===== config.mk =====
export PLATFORM = sky130hd
export DESIGN_NAME = clb_cluster_param_flat
export DESIGN_NICKNAME = d
export VERILOG_FILES = /design/src/rtl/clb_cluster_pkg.sv /design/src/rtl/clb_cluster_param_if.sv /design/src/rtl/clb_fle_param.sv /design/src/rtl/clb_cluster_param.sv /design/src/flat_wrapper.sv
export SDC_FILE = /design/constraint.sdc
export NUM_CORES = 1
export LEC_CHECK = 0
export ABC_AREA = 1
export BUFFER_PORTS_ARGS = -buffer_cell sky130_fd_sc_hd__buf_2
export CORE_MARGIN = 2
export CORE_UTILIZATION = 50
export CTS_CLUSTER_DIAMETER = 120
export DETAILED_ROUTE_END_ITERATION = 7
export GPL_TIMING_DRIVEN = 0
export PLACE_DENSITY_LB_ADDON = 0.12
export SYNTH_ARGS = -nofsm -noshare
export SYNTH_HDL_FRONTEND = slang
export SYNTH_HIERARCHICAL = 1
export SYNTH_SLANG_ARGS = --single-unit
export TNS_END_PERCENT = 100

===== constraint.sdc =====
create_clock -name clk -period 8 [get_ports clk]
set_input_delay 1.2 -clock clk [delete_from_list [all_inputs] [get_ports clk]]
set_output_delay 1.2 -clock clk [all_outputs]
set_load 0.005 [all_outputs]

===== src/rtl/clb_cluster_pkg.sv =====
// Shared derivations for the parametrised logic cluster: select width,
// per-element config footprint, config array sizing and field offsets.
package clb_cluster_pkg;

   function automatic int clog2(input int v);
      int r;
      r = 0;
      while ((1 << r) < v) r++;
      return r;
   endfunction

   // Select bits per LUT input: enough to name every input and FF feedback
   function automatic int sel_bits(input int n_in, input int n_fle);
      return clog2(n_in + n_fle);
   endfunction

   // Bits per element: K selects, 2^K truth table, bypass, init
   function automatic int fle_bits(input int k, input int s);
      return k * s + (1 << k) + 2;
   endfunction

   function automatic int cfg_bits(input int n_fle, input int fb);
      return n_fle * fb;
   endfunction

   function automatic int cfg_words(input int bits, input int w);
      return (bits + w - 1) / w;
   endfunction

   // Never let the address bus collapse to zero width
   function automatic int addr_bits(input int words);
      return (clog2(words) < 1) ? 1 : clog2(words);
   endfunction

   // Field offsets relative to the start of an element's config slice
   function automatic int sel_off(input int i, input int s);
      return i * s;
   endfunction

   function automatic int lut_off(input int k, input int s);
      return k * s;
   endfunction

   function automatic int bypass_off(input int k, input int s);
      return k * s + (1 << k);
   endfunction

   function automatic int init_off(input int k, input int s);
      return k * s + (1 << k) + 1;
   endfunction

endpackage


===== src/rtl/clb_cluster_param_if.sv =====
// Configuration bus and user-logic pins of the logic cluster.
interface clb_cluster_param_if
   import clb_cluster_pkg::*;
#(
   parameter int N_IN   = 10,
   parameter int N_FLE  = 4,
   parameter int CFG_W  = 8,
   parameter int CFG_AW = addr_bits(cfg_words(cfg_bits(N_FLE, fle_bits(4, sel_bits(N_IN, N_FLE))), CFG_W))
);
   logic              cfg_mode;
   logic              cfg_we;
   logic [CFG_AW-1:0] cfg_addr;
   logic [CFG_W-1:0]  cfg_wdata;
   logic [CFG_W-1:0]  cfg_rdata;
   logic              cfg_err;
   logic              clb_ce;
   logic [N_IN-1:0]   clb_I;
   logic [N_FLE-1:0]  clb_O;

   modport master (
      output cfg_mode, cfg_we, cfg_addr, cfg_wdata, clb_ce, clb_I,
      input  cfg_rdata, cfg_err, clb_O
   );

   modport slave (
      input  cfg_mode, cfg_we, cfg_addr, cfg_wdata, clb_ce, clb_I,
      output cfg_rdata, cfg_err, clb_O
   );
endinterface


===== src/rtl/clb_fle_param.sv =====
// One logic element: K-input LUT, FF with init preload and clock enable,
// and the bypass mux selecting combinational or registered output.
module clb_fle_param #(
   parameter int K = 4
) (
   input  logic                clk,
   input  logic                reset,
   input  logic                i_cfg_mode,
   input  logic                i_ce,
   input  logic [K-1:0]        i_lut_in,
   input  logic [(1<<K)-1:0]   i_truth,
   input  logic                i_bypass,
   input  logic                i_init,
   output logic                o_q,
   output logic                o_out
);
   logic r_q;
   logic w_lut;

   assign w_lut = i_truth[i_lut_in];

   // FF preloads init while configuring, otherwise captures the LUT when enabled
   always_ff @(posedge clk or posedge reset) begin
      if (reset)           r_q <= 1'b0;
      else if (i_cfg_mode) r_q <= i_init;
      else if (i_ce)       r_q <= w_lut;
   end

   assign o_q   = r_q;
   assign o_out = i_cfg_mode ? 1'b0 : (i_bypass ? w_lut : r_q);
endmodule


===== src/rtl/clb_cluster_param.sv =====
// Parametrised CLB core: flat config array with word bus access, per-LUT-input
// crossbar selects over cluster inputs and FF feedback, N_FLE logic elements.
module clb_cluster_param
   import clb_cluster_pkg::*;
#(
   parameter int N_FLE = 4,
   parameter int K     = 4,
   parameter int N_IN  = 10,
   parameter int CFG_W = 8
) (
   input  logic              clk,
   input  logic              reset,
   clb_cluster_param_if.slave bus
);
   localparam int S         = sel_bits(N_IN, N_FLE);
   localparam int FB        = fle_bits(K, S);
   localparam int CFG_BITS  = cfg_bits(N_FLE, FB);
   localparam int CFG_WORDS = cfg_words(CFG_BITS, CFG_W);
   localparam int CFG_AW    = addr_bits(CFG_WORDS);
   localparam int NSRC      = N_IN + N_FLE;
   localparam int LUT_SZ    = 1 << K;

   logic [CFG_BITS-1:0] r_cfg;
   logic [CFG_W-1:0]    r_rdata;
   logic                r_err;

   logic [CFG_AW-1:0]   w_addr;
   logic                w_addr_ok;
   logic                w_wr_ok;
   logic                w_wr_bad;
   logic [CFG_W-1:0]    w_rd_word;
   logic [N_FLE-1:0]    w_q;
   logic [N_FLE-1:0]    w_out;
   logic [NSRC-1:0]     w_src;

   assign w_addr    = bus.cfg_addr;
   assign w_addr_ok = int'(w_addr) < CFG_WORDS;
   assign w_wr_ok   = bus.cfg_we & bus.cfg_mode & w_addr_ok;
   assign w_wr_bad  = bus.cfg_we & (~bus.cfg_mode | ~w_addr_ok);

   // Word write into the flat array; pad bits past CFG_BITS have no storage
   always_ff @(posedge clk or posedge reset) begin
      if (reset) begin
         r_cfg <= '0;
      end else if (w_wr_ok) begin
         for (int j = 0; j < CFG_W; j++) begin
            if (int'(w_addr) * CFG_W + j < CFG_BITS)
               r_cfg[int'(w_addr) * CFG_W + j] <= bus.cfg_wdata[j];
         end
      end
   end

   // Readback mux: out-of-range words and pad bits read as zero
   always_comb begin
      w_rd_word = '0;
      if (w_addr_ok) begin
         for (int j = 0; j < CFG_W; j++) begin
            if (int'(w_addr) * CFG_W + j < CFG_BITS)
               w_rd_word[j] = r_cfg[int'(w_addr) * CFG_W + j];
         end
      end
   end

   // Registered readback (pre-write value on same-cycle access) and sticky error
   always_ff @(posedge clk or posedge reset) begin
      if (reset) begin
         r_rdata <= '0;
         r_err   <= 1'b0;
      end else begin
         r_rdata <= w_rd_word;
         if (w_wr_bad) r_err <= 1'b1;
      end
   end

   // Feedback comes only from FF q, so the crossbar cannot form a loop
   assign w_src = {w_q, bus.clb_I};

   genvar e, i;
   generate
      for (e = 0; e < N_FLE; e++) begin : g_fle
         logic [K-1:0] w_lut_in;

         for (i = 0; i < K; i++) begin : g_sel
            logic [S-1:0] w_sel;
            logic         w_bit;

            assign w_sel = r_cfg[e*FB + sel_off(i, S) +: S];

            // Select decode: cluster input, FF feedback, or constant 0 beyond range
            always_comb begin
               w_bit = 1'b0;
               for (int v = 0; v < NSRC; v++) begin
                  if (int'(w_sel) == v) w_bit = w_src[v];
               end
            end

            assign w_lut_in[i] = w_bit;
         end

         clb_fle_param #(.K(K)) u_fle (
            .clk        (clk),
            .reset      (reset),
            .i_cfg_mode (bus.cfg_mode),
            .i_ce       (bus.clb_ce),
            .i_lut_in   (w_lut_in),
            .i_truth    (r_cfg[e*FB + lut_off(K, S) +: LUT_SZ]),
            .i_bypass   (r_cfg[e*FB + bypass_off(K, S)]),
            .i_init     (r_cfg[e*FB + init_off(K, S)]),
            .o_q        (w_q[e]),
            .o_out      (w_out[e])
         );
      end
   endgenerate

   assign bus.clb_O     = w_out;
   assign bus.cfg_rdata = r_rdata;
   assign bus.cfg_err   = r_err;
endmodule


===== src/flat_wrapper.sv =====
// flat-port wrapper written by rule: the top's interface ports become plain ports
module clb_cluster_param_flat import clb_cluster_pkg::*;
#(
   parameter int N_FLE = 4,
   parameter int K     = 4,
   parameter int N_IN  = 10,
   parameter int CFG_W = 8
)
  (clk, reset, bus_cfg_mode, bus_cfg_we, bus_cfg_addr, bus_cfg_wdata, bus_clb_ce, bus_clb_I, bus_cfg_rdata, bus_cfg_err, bus_clb_O);
  clb_cluster_param_if #(.N_IN(N_IN), .N_FLE(N_FLE), .CFG_W(CFG_W), .CFG_AW(5)) bus_i ();
  input  logic clk;
  input  logic reset;
  input wire logic [$bits(bus_i.cfg_mode)-1:0] bus_cfg_mode;
  input wire logic [$bits(bus_i.cfg_we)-1:0] bus_cfg_we;
  input wire logic [$bits(bus_i.cfg_addr)-1:0] bus_cfg_addr;
  input wire logic [$bits(bus_i.cfg_wdata)-1:0] bus_cfg_wdata;
  input wire logic [$bits(bus_i.clb_ce)-1:0] bus_clb_ce;
  input wire logic [$bits(bus_i.clb_I)-1:0] bus_clb_I;
  output wire logic [$bits(bus_i.cfg_rdata)-1:0] bus_cfg_rdata;
  output wire logic [$bits(bus_i.cfg_err)-1:0] bus_cfg_err;
  output wire logic [$bits(bus_i.clb_O)-1:0] bus_clb_O;
  assign bus_i.cfg_mode = bus_cfg_mode;
  assign bus_i.cfg_we = bus_cfg_we;
  assign bus_i.cfg_addr = bus_cfg_addr;
  assign bus_i.cfg_wdata = bus_cfg_wdata;
  assign bus_i.clb_ce = bus_clb_ce;
  assign bus_i.clb_I = bus_clb_I;
  assign bus_cfg_rdata = bus_i.cfg_rdata;
  assign bus_cfg_err = bus_i.cfg_err;
  assign bus_clb_O = bus_i.clb_O;
  clb_cluster_param #(.N_FLE(N_FLE), .K(K), .N_IN(N_IN), .CFG_W(CFG_W)) u_core (.clk(clk), .reset(reset), .bus(bus_i));
endmodule

==> results_dict.tcl <==
set metrics [dict create \
    hold_end "u_core/bus.cfg_err" \
    maxCapViolations 0 \
    vias 11018 \
    total_leakage_power_uw 0.00562 \
    yosysWarnings 6 \
    p_int_uw 1490 \
    path_cells "clkbuf_1 > inv_1 > nand2_1 > nand3_1 > nand3_1 > nand2_1 > nor2_1 > nand2_1 > a21oi_1 > inv_1 > nand3_1 > nand3_2 > nand3_2 > nand3_1 > nand2_1 > inv_1 > buf_2" \
    finalSetupTns_ps 0 \
    max_stage_delay_ps 580 \
    rows 52 \
    finalHoldViolCount 0 \
    worstMarginPinSlew_ps 1110 \
    instances_no_fill 1942 \
    dp_hpwl_um 26700 \
    crit_fanout 10 \
    stdcell_area_um2 11300 \
    start_kind "primary input" \
    cts.htree.levels 4 \
    p_clk_share_pct 35.2 \
    avgViaCountPerCell 5.67 \
    root_buffer "clkbuf_16" \
    clk_latency_ps 440 \
    min_path_cells 1 \
    antenna_found_initial 0 \
    netlist_area_um2 10200 \
    port_buffers 33 \
    swShare_pct 37.4 \
    drt_pass1_iterations 5 \
    cts_sinks 149 \
    cp_data_arrival_time_ps 4050 \
    grt_max_degree 76 \
    worst_path_max_delay_cell "clkbuf_1" \
    max_freq_ghz 0.191 \
    slew_violations 0 \
    syn_nets 1633 \
    drive_above_1_share_pct 7.96 \
    synth.avg_cell_area_um2 6.35 \
    clkTransAtPathRegs_ps 70 \
    status "finished clean" \
    cts_setup_buffers 0 \
    reg2reg_slack_ps 4950 \
    min_path_type "reg2reg" \
    setup_violations 0 \
    ctsHoldBuffers 0 \
    clockBufferDepth 2 \
    wl_um 37400 \
    final_antenna_net_count 0 \
    hold_slack_ps 469 \
    seqPwrFrac_pct 37.5 \
    powerDensity_nw_per_um2 210 \
    die_area_um2 21500 \
    hp-start "u_core/bus.cfg_err" \
    regToRegStartpoint "u_core/g_fle[3].u_fle/o_q" \
    first_global_vias 9863 \
    netlist_instances 1605 \
    fin_util_pct 56.3 \
    area_growth_pct 11.1 \
    finalCritPeriodShare_pct 65.6 \
    fin_nets 1686 \
    ios 41 \
    finalClockSkew_ps 8.53 \
    cts-resized-gates 0 \
    place_area_um2 10700 \
    setup.worst_path.class "in2out" \
    end_kind "output port" \
    switchingPower_uw 888 \
    required_ps 6800 \
    place_congestion 0.967 \
    overflow 0 \
    die_w_um 147 \
    core_um2 20100 \
    ys_seq_area_share_pct 36.6 \
    route.detailed.drc 0 \
    grt_usage_pct 34.9 \
    ir_worst_vdd_mv 0.130 \
    min_period_ps 5250 \
    fill_cells 2015 \
    numCtsBuffers 17 \
    relSlewSlack_pct 26.0 \
    drtIter0Drc 1431 \
    start_util_pct 50.7 \
    dpl.cell_count 1909 \
    rsz0062_at_grt "false" \
    grt_pass1_wl_um 57000 \
    pwr-share-comb_pct 27.3 \
    rr_endpoint "u_core/g_fle[3].u_fle/o_q" \
    ys_ff_latch 149 \
    tritoncts "yes" \
    die_h_um 147 \
    wl_per_cell_um 19.3 \
    reg2reg_depth 13 \
    ys_types 28 \
]
-- power groups by stage --
stage | Sequential (µW) | Combinational (µW) | Clock, µW
after global placement | 902 | 618 | 0
after floorplan | 879 | 451 | 0
after CTS | 888 | 632 | 846
final | 892 | 648 | 835
after detailed placement | 902 | 628 | 0
after global routing | 899 | 717 | 875
-- cell families after synthesis --
logic type / share of synthesized area (%)
AO/OA/AOI/OAI: 13.8
flip-flops: 36.6
buffers and inverters: 10.7
AND/OR/NAND/NOR: 39.0
-- stage by stage --
stage | total power, µW | worst slack, ps
6_report | 2380 | 2750
5_1_grt | 2490 | 2530
3_5_place_dp | 1530 | 2820
4_1_cts | 2370 | 2810
2_1_floorplan | 1330 | 2910
3_3_place_gp | 1520 | 1060
-- metal layers --
layer | wire, µm | up-vias | track usage (%) | part of all wire [%]
met2 | 16900 | 574 | 54.9 | 45
met4 | 2000 | 0 | 16.9 | 5.4
met1 | 15000 | 5086 | 46.6 | 40
li1 | - | 5249 | - | -
met5 | 0 | - | 0 | 0
met3 | 3500 | 109 | 6.71 | 9.4
-- critical path, delay by kind of cell --
family | cells | cell delay (ps)
AND/OR/NAND/NOR | 11 | 1000
buffers and inverters | 5 | 1300
AO/OA/AOI/OAI | 1 | 530
-- cells in the final DEF (no fill, tap or decap), drive strengths merged --
master and count:
nand2 658, bufinv 2, nor3 30, nand4 44, a21oi 39, buf 51
nand3 115, nor2 83, a22oi 32, clkinvlp 2, o21ai 173, dfrtp 149
diode 1, clkinv 5, o22ai 4, a21o 1, inv 184, clkbuf 90
o211ai 9
-- synthesized netlist by cell type (all sizes together) --
cell | n | area [µm²]
o211ai | 9 | 67.6
a22oi | 32 | 240
a21o | 1 | 7.51
clkinv | 1 | 3.75
inv | 177 | 694
o22ai | 4 | 25.0
nand3 | 115 | 676
dfrtp | 149 | 3730
a21oi | 39 | 195
nor3 | 30 | 160
nand4 | 44 | 275
nor2 | 83 | 348
nand2 | 658 | 2510
o21ai | 173 | 866
buf | 17 | 116
clkbuf | 73 | 274
-- worst max-delay path by stage --
stage / from / endpoint / slack, ps / cells past startpoint
2_1_floorplan: reset / u_core/bus.cfg_err / 2910 / 1
3_3_place_gp: reset / u_core/r_cfg[79] / 1060 / 2
3_5_place_dp: bus_clb_I[6] / bus_clb_O[0] / 2820 / 17
4_1_cts: bus_clb_I[6] / bus_clb_O[0] / 2810 / 17
5_1_grt: bus_clb_I[3] / bus_clb_O[3] / 2530 / 18
6_report: bus_clb_I[6] / bus_clb_O[0] / 2750 / 17
-- flip-flops by register name, summed over array words and instances (netlist names) --
register / flops
u_core/g_fle.u_fle/o_q: 4
u_core/r_cfg: 136
u_core/bus.cfg_rdata: 8
u_core/bus.cfg_err: 1
-- layout make-up --
type	count	area [µm²]	area share, %
multi-input combinational	1188	5370	47.4
buffer	90	390	3.45
sequential	149	3730	32.9
clock inverter	15	171	1.51
inverter	178	703	6.21
antenna	1	2.50	0.0221
clock buffer	17	425	3.76
timing repair buffer	34	193	1.70
tap	270	338	2.98
No activity file was read; power rests on OpenSTA's default activity.
